<file path="src/rtl/snn_weight_mem_ctrl.sv">
// snn_weight_mem_ctrl: arbiter/sequencer for the single port of the
// 16x8 synaptic weight memory shared by neuron scan and reward update.
//
// Ports:
//   clk, rst_n            clock, async active-low reset
//   scan_start            pulse: request a full sequential weight scan
//   scan_valid/addr/data  one delivered weight per beat
//   scan_done             high with the last scan beat
//   upd_req/addr/delta    level request for a saturating weight update
//   upd_ack               pulse in the cycle the updated weight is written
//   busy                  controller is not idle
//   mem_addr/we/wdata     memory command lines
//   mem_rdata             registered memory read data (1-cycle latency)

module snn_weight_mem_ctrl #(
    parameter int ADDR_W = 4,
    parameter int DATA_W = 8,
    parameter int DEPTH  = 16
) (
    input  logic              clk,
    input  logic              rst_n,
    input  logic              scan_start,
    output logic              scan_valid,
    output logic [ADDR_W-1:0] scan_addr,
    output logic [DATA_W-1:0] scan_data,
    output logic              scan_done,
    input  logic              upd_req,
    input  logic [ADDR_W-1:0] upd_addr,
    input  logic [DATA_W-1:0] upd_delta,
    output logic              upd_ack,
    output logic              busy,
    output logic [ADDR_W-1:0] mem_addr,
    output logic              mem_we,
    output logic [DATA_W-1:0] mem_wdata,
    input  logic [DATA_W-1:0] mem_rdata
);

    typedef enum logic [2:0] {
        IDLE,
        SCAN,
        SCAN_TAIL,
        UPD_RD,
        UPD_WR
    } state_t;

    localparam logic [ADDR_W-1:0] LAST = ADDR_W'(DEPTH - 1);

    state_t              state_q, state_d;
    logic [ADDR_W-1:0]   cnt_q, cnt_d;
    logic                pend_q, pend_d;
    logic                last_upd_q, last_upd_d;
    logic [ADDR_W-1:0]   addr_q, addr_d;
    logic [DATA_W-1:0]   delta_q, delta_d;
    logic                valid_q;
    logic [ADDR_W-1:0]   saddr_q;
    logic                scan_c;
    logic [DATA_W+1:0]   sum;
    logic [DATA_W-1:0]   sat_val;

    // Two extra bits hold both the sign and the carry of the sum.
    assign sum = {2'b00, mem_rdata}
               + {{2{delta_q[DATA_W-1]}}, delta_q};

    always_comb begin
        sat_val = sum[DATA_W-1:0];
        if (sum[DATA_W+1]) begin
            sat_val = '0;
        end else if (sum[DATA_W]) begin
            sat_val = '1;
        end
    end

    assign scan_c = scan_start | pend_q;

    always_comb begin
        state_d    = state_q;
        cnt_d      = cnt_q;
        pend_d     = pend_q;
        last_upd_d = last_upd_q;
        addr_d     = addr_q;
        delta_d    = delta_q;
        mem_addr   = '0;
        mem_we     = 1'b0;
        mem_wdata  = '0;
        upd_ack    = 1'b0;
        if (state_q != IDLE) begin
            pend_d = pend_q | scan_start;
        end
        unique case (state_q)
            IDLE: begin
                // A start that loses the tie stays pending.
                pend_d = scan_c;
                if (scan_c && (!upd_req || last_upd_q)) begin
                    state_d    = SCAN;
                    cnt_d      = '0;
                    pend_d     = 1'b0;
                    last_upd_d = 1'b0;
                end else if (upd_req) begin
                    state_d    = UPD_RD;
                    addr_d     = upd_addr;
                    delta_d    = upd_delta;
                    last_upd_d = 1'b1;
                end
            end
            SCAN: begin
                mem_addr = cnt_q;
                cnt_d    = cnt_q + ADDR_W'(1);
                if (cnt_q == LAST) begin
                    state_d = SCAN_TAIL;
                end
            end
            SCAN_TAIL: begin
                state_d = IDLE;
            end
            UPD_RD: begin
                mem_addr = addr_q;
                state_d  = UPD_WR;
            end
            UPD_WR: begin
                mem_addr  = addr_q;
                mem_we    = 1'b1;
                mem_wdata = sat_val;
                upd_ack   = 1'b1;
                state_d   = IDLE;
            end
            default: begin
                state_d = IDLE;
            end
        endcase
    end

    always_ff @(posedge clk or negedge rst_n) begin
        if (!rst_n) begin
            state_q    <= IDLE;
            cnt_q      <= '0;
            pend_q     <= 1'b0;
            last_upd_q <= 1'b0;
            addr_q     <= '0;
            delta_q    <= '0;
            valid_q    <= 1'b0;
            saddr_q    <= '0;
        end else begin
            state_q    <= state_d;
            cnt_q      <= cnt_d;
            pend_q     <= pend_d;
            last_upd_q <= last_upd_d;
            addr_q     <= addr_d;
            delta_q    <= delta_d;
            valid_q    <= (state_q == SCAN);
            saddr_q    <= cnt_q;
        end
    end

    // Read data lags the address by one cycle, so the beat is
    // tagged with the address issued in the previous cycle.
    assign scan_valid = valid_q;
    assign scan_addr  = valid_q ? saddr_q : '0;
    assign scan_data  = valid_q ? mem_rdata : '0;
    assign scan_done  = (state_q == SCAN_TAIL);
    assign busy       = (state_q != IDLE);

endmodule

</file>
<file path="config.mk">
export PLATFORM = sky130hd
export DESIGN_NAME = snn_weight_mem_ctrl
export DESIGN_NICKNAME = d
export VERILOG_FILES = /design/src/rtl/snn_weight_mem_ctrl.sv
export SDC_FILE = /design/constraint.sdc
export NUM_CORES = 1
export LEC_CHECK = 0
export CAP_MARGIN = 20
export CORE_UTILIZATION = 40
export CTS_CLUSTER_SIZE = 8
export DETAILED_ROUTE_END_ITERATION = 8
export GPL_TIMING_DRIVEN = 1
export PLACE_DENSITY = 0.79
export SLEW_MARGIN = 20
export SYNTH_ARGS = -nofsm -noshare
export SYNTH_HDL_FRONTEND = slang
export SYNTH_SLANG_ARGS = --single-unit
</file>
<file path="constraint.sdc">
create_clock -name clk -period 2.1 [get_ports clk]
set_clock_uncertainty 0.1 [all_clocks]
set_input_delay 0.21 -clock clk [delete_from_list [all_inputs] [get_ports clk]]
set_output_delay 0.21 -clock clk [all_outputs]
set_load 0.005 [all_outputs]
</file>
==> results.sh <==
export IMPL_status="complete, but fails checks"
export IMPL_violations="negative setup slack"
export IMPL_die_w_um=66.8
export IMPL_row_count=23
export IMPL_fin_hold_ws_ps=189
export IMPL_io_pin_count=53
export IMPL_crit_fanout=6
export IMPL_clkLatencyLatePin_ps=280
export IMPL_worst_r2r_endpoint="cnt_q[0]"
export IMPL_startpoint_type="flop"
export IMPL_wl_per_cell_um=13.7
export IMPL_rr_worst_depth=4
export IMPL_grt_pass1_vias=1431
export IMPL_synth_distinct_cells=41
export IMPL_fmax_ghz=0.395
export IMPL_finalSetupViolCount=8
export IMPL_hold_buffers=0
export IMPL_switching_share_pct=37.6
export IMPL_io_buffer_count=52
export IMPL_hp_class="input port to async pin"
export IMPL_synthFlopType="dfrtp_1"
export IMPL_synth_async_reset_ratio_pct=100
export IMPL_num_vias=1534
export IMPL_die_h_um=66.8
export IMPL_drv_cap=0
export IMPL_finalSetupTns_ps=-3290
export IMPL_cp_cell_sequence="ha_2 > fa_2 > a211oi_4 > nor3_2 > mux2_4 > nand2_4 > a32oi_1 > buf_2"
export IMPL_postSynthCellCount=164
export IMPL_synth_edf_count=0
export IMPL_drt_initial_drc_count=35
export IMPL_drc=0
export IMPL_core_area_sq_um=4000
export IMPL_die_area_sq_um=4460
export IMPL_drive_above_1_share_pct=30.3
export IMPL_synthToLayoutAreaGrowth_pct=51.0
export IMPL_grt_usage_pct=19.3
export IMPL_layout_commonest_cell="clkdlybuf4s50_1"
export IMPL_cts_buffers=3
export IMPL_root_buffer="clkbuf_8"
export IMPL_max_vdd_ir_drop_mv=0.678
export IMPL_tritoncts="built"
export IMPL_p_int_w=0.00200
export IMPL_timing_critical_path_slowest_cell_delay_ps=390
export IMPL_syn_nets=199
export IMPL_crit_required_ps=1790
export IMPL_regToRegStartpoint="state_q[1]"
export IMPL_hold_viol_final=0
export IMPL_clk_path_buf_depth=2
export IMPL_via_per_inst=5.22
export IMPL_yosysSeqAreaShare_pct=38.8
export IMPL_start_util_pct=41.9
export IMPL_cp_slowest_cell="dfrtp_1"
export IMPL_dp_hpwl_um=3090
export IMPL_grt_overflow_total=0
export IMPL_postRouteAntennaNets=0
export IMPL_p_sw_w=0.00120
export IMPL_grt_pass1_wl_um=6350
export IMPL_syn_avg_cell_area_sq_um=10.2
export IMPL_clkTransAtPathRegs_ps=80
export IMPL_reg2reg_slack_ps=470
export IMPL_cp_end_kind="output pin"
export IMPL_final_cell_mix="38 x clkdlybuf4s50_1, 28 x buf_4, 26 x dfrtp_1"
export IMPL_rsz0062_at_grt="true"
export IMPL_leakagePower_nw=1.14
export IMPL_p_per_area_nw_per_um2=1260
export IMPL_fin_crit_ps=2530
export IMPL_finalCritPeriodShare_pct=121
export IMPL_wirelength_um=4020
export IMPL_pwr_share_clk_pct=10.0
export IMPL_yosysWarnings=0
export IMPL_worst_pin_slew_ps=516
export IMPL_pwr_share_comb_pct=61.0
export IMPL_endpoint="mem_wdata[7]"
export IMPL_antenna_found_initial=0
export IMPL_diodes=0
export IMPL_fin_ws_ps=-432
export IMPL_ys_seq_elements=26
export IMPL_grt_start_max_net_pins=27
export IMPL_crit_path_start="delta_q[0]"
export IMPL_clock_sinks=26
export IMPL_htree_levels=1
export IMPL_nets=280
export IMPL_fillerInstances=342
export IMPL_synthesis_area_sq_um=1680
export IMPL_cp_arrival_ps=2220
export IMPL_slew_headroom_pct=65.2
export IMPL_seq_power_share_pct=29.0
export IMPL_post_place_ws_ps=-830
export IMPL_gp_congestion=0.794
export IMPL_slew_viol_final=0
export IMPL_drt_first_pass_iters=4
export IMPL_critical_path_class="flop to output pin"
==> worst min-delay path by stage <==
stage	end	cells after the start	from	slack, ps
after floorplan	addr_q[0]	0	rst_n	-190
after global placement	saddr_q[1]	0	cnt_q[1]	370
after detailed placement	saddr_q[1]	0	cnt_q[1]	370
after CTS	addr_q[0]	2	rst_n	190
after global routing	addr_q[3]	2	rst_n	220
final	addr_q[0]	2	rst_n	190
==> power by group through the flow <==
stage	sequential, W	combinational (W)	clock [W]
2_1_floorplan	0.000880	0.00107	0
3_3_place_gp	0.000930	0.00180	0
3_5_place_dp	0.000940	0.00184	0
4_1_cts	0.000928	0.00192	0.000332
5_1_grt	0.000965	0.00215	0.000347
6_report	0.000929	0.00195	0.000322
==> state kept, by name, summed over array words and instances (netlist names) <==
| register | flops |
|---|---|
| delta_q | 8 |
| addr_q | 4 |
| cnt_q | 4 |
| saddr_q | 4 |
| state_q | 3 |
| last_upd_q | 1 |
| pend_q | 1 |
| scan_valid | 1 |
==> per-layer routing <==
layer  up-vias  routed length [um]  track usage, %
li1        758                   -               -
met1       734                1640            21.4
met2        37                2190            37.1
met3         5                 139            1.71
met4         0                  57            7.18
met5         -                   0               0
==> final cells by class <==
type,count,area [sq um],area share (%)
Clock buffer,4,55.1,2.17
Sequential cell,26,651,25.7
Tap cell,50,62.6,2.47
Timing Repair Buffer,82,713,28.1
Multi-Input combinational cell,129,1040,41.1
Inverter,3,11.3,0.444
==> metrics by stage <==
step / cells / total power, W / utilization, % / area [sq um]
6_report: 294 / 0.00320 / 63.3 / 2530
5_1_grt: 294 / 0.00346 / 63.3 / 2530
4_1_cts: 292 / 0.00318 / 62.2 / 2490
3_5_place_dp: 286 / 0.00278 / 60.8 / 2430
3_3_place_gp: 286 / 0.00273 / 60.8 / 2430
2_1_floorplan: 164 / 0.00195 / - / 1690
==> synth_stat cells (2+ instances only) <==
| master | n | area share (%) |
|---|---|---|
| xor2_1 | 3 | 1.6 |
| inv_1 | 3 | 0.67 |
| nand3_1 | 5 | 1.5 |
| mux2_2 | 14 | 9.4 |
| nand4_1 | 2 | 0.75 |
| a211oi_1 | 2 | 0.89 |
| dfrtp_1 | 26 | 39 |
| a21oi_2 | 3 | 1.6 |
| buf_2 | 4 | 1.2 |
| nand2_1 | 12 | 2.7 |
| o21ai_0 | 10 | 3.0 |
| a22o_1 | 3 | 1.6 |
| nor2_1 | 4 | 0.89 |
| ha_1 | 10 | 7.5 |
| a21o_1 | 4 | 1.8 |
| a21oi_1 | 10 | 3.0 |
| and2_1 | 14 | 5.2 |
| or3_1 | 2 | 0.75 |
| xnor2_1 | 2 | 1.0 |
| and2_0 | 2 | 0.75 |
| a22oi_1 | 9 | 4.0 |
==> what timing repair did <==
action	4_1_cts	5_1_grt
buffers inserted	2	2
resized for setup	45	6
gates cloned	0	0
endpoints found under the setup margin	12	9
pin swaps	7	5
==> worst max-delay path: cells and delay by family (launching register included) <==
kind	cells	cell delay, ps
AND/OR/NAND/NOR	2	170
adder cells (fa/ha/maj)	2	570
flip-flops	1	390
AO/OA/AOI/OAI	2	320
multiplexers	1	340
buffers and inverters	1	150
==> kinds of logic (layout without fill, tap and decap cells) <==
family / Yosys count / count (layout) / synth area share (%)
AND/OR/NAND/NOR: 51 / 51 / 17.7
AO/OA/AOI/OAI: 47 / 47 / 19.8
flip-flops: 26 / 26 / 38.8
multiplexers: 15 / 15 / 9.99
adder cells (fa/ha/maj): 11 / 11 / 8.65
buffers and inverters: 9 / 89 / 2.54
XOR/XNOR: 5 / 5 / 2.61
Power figures use the tool's default switching activity.
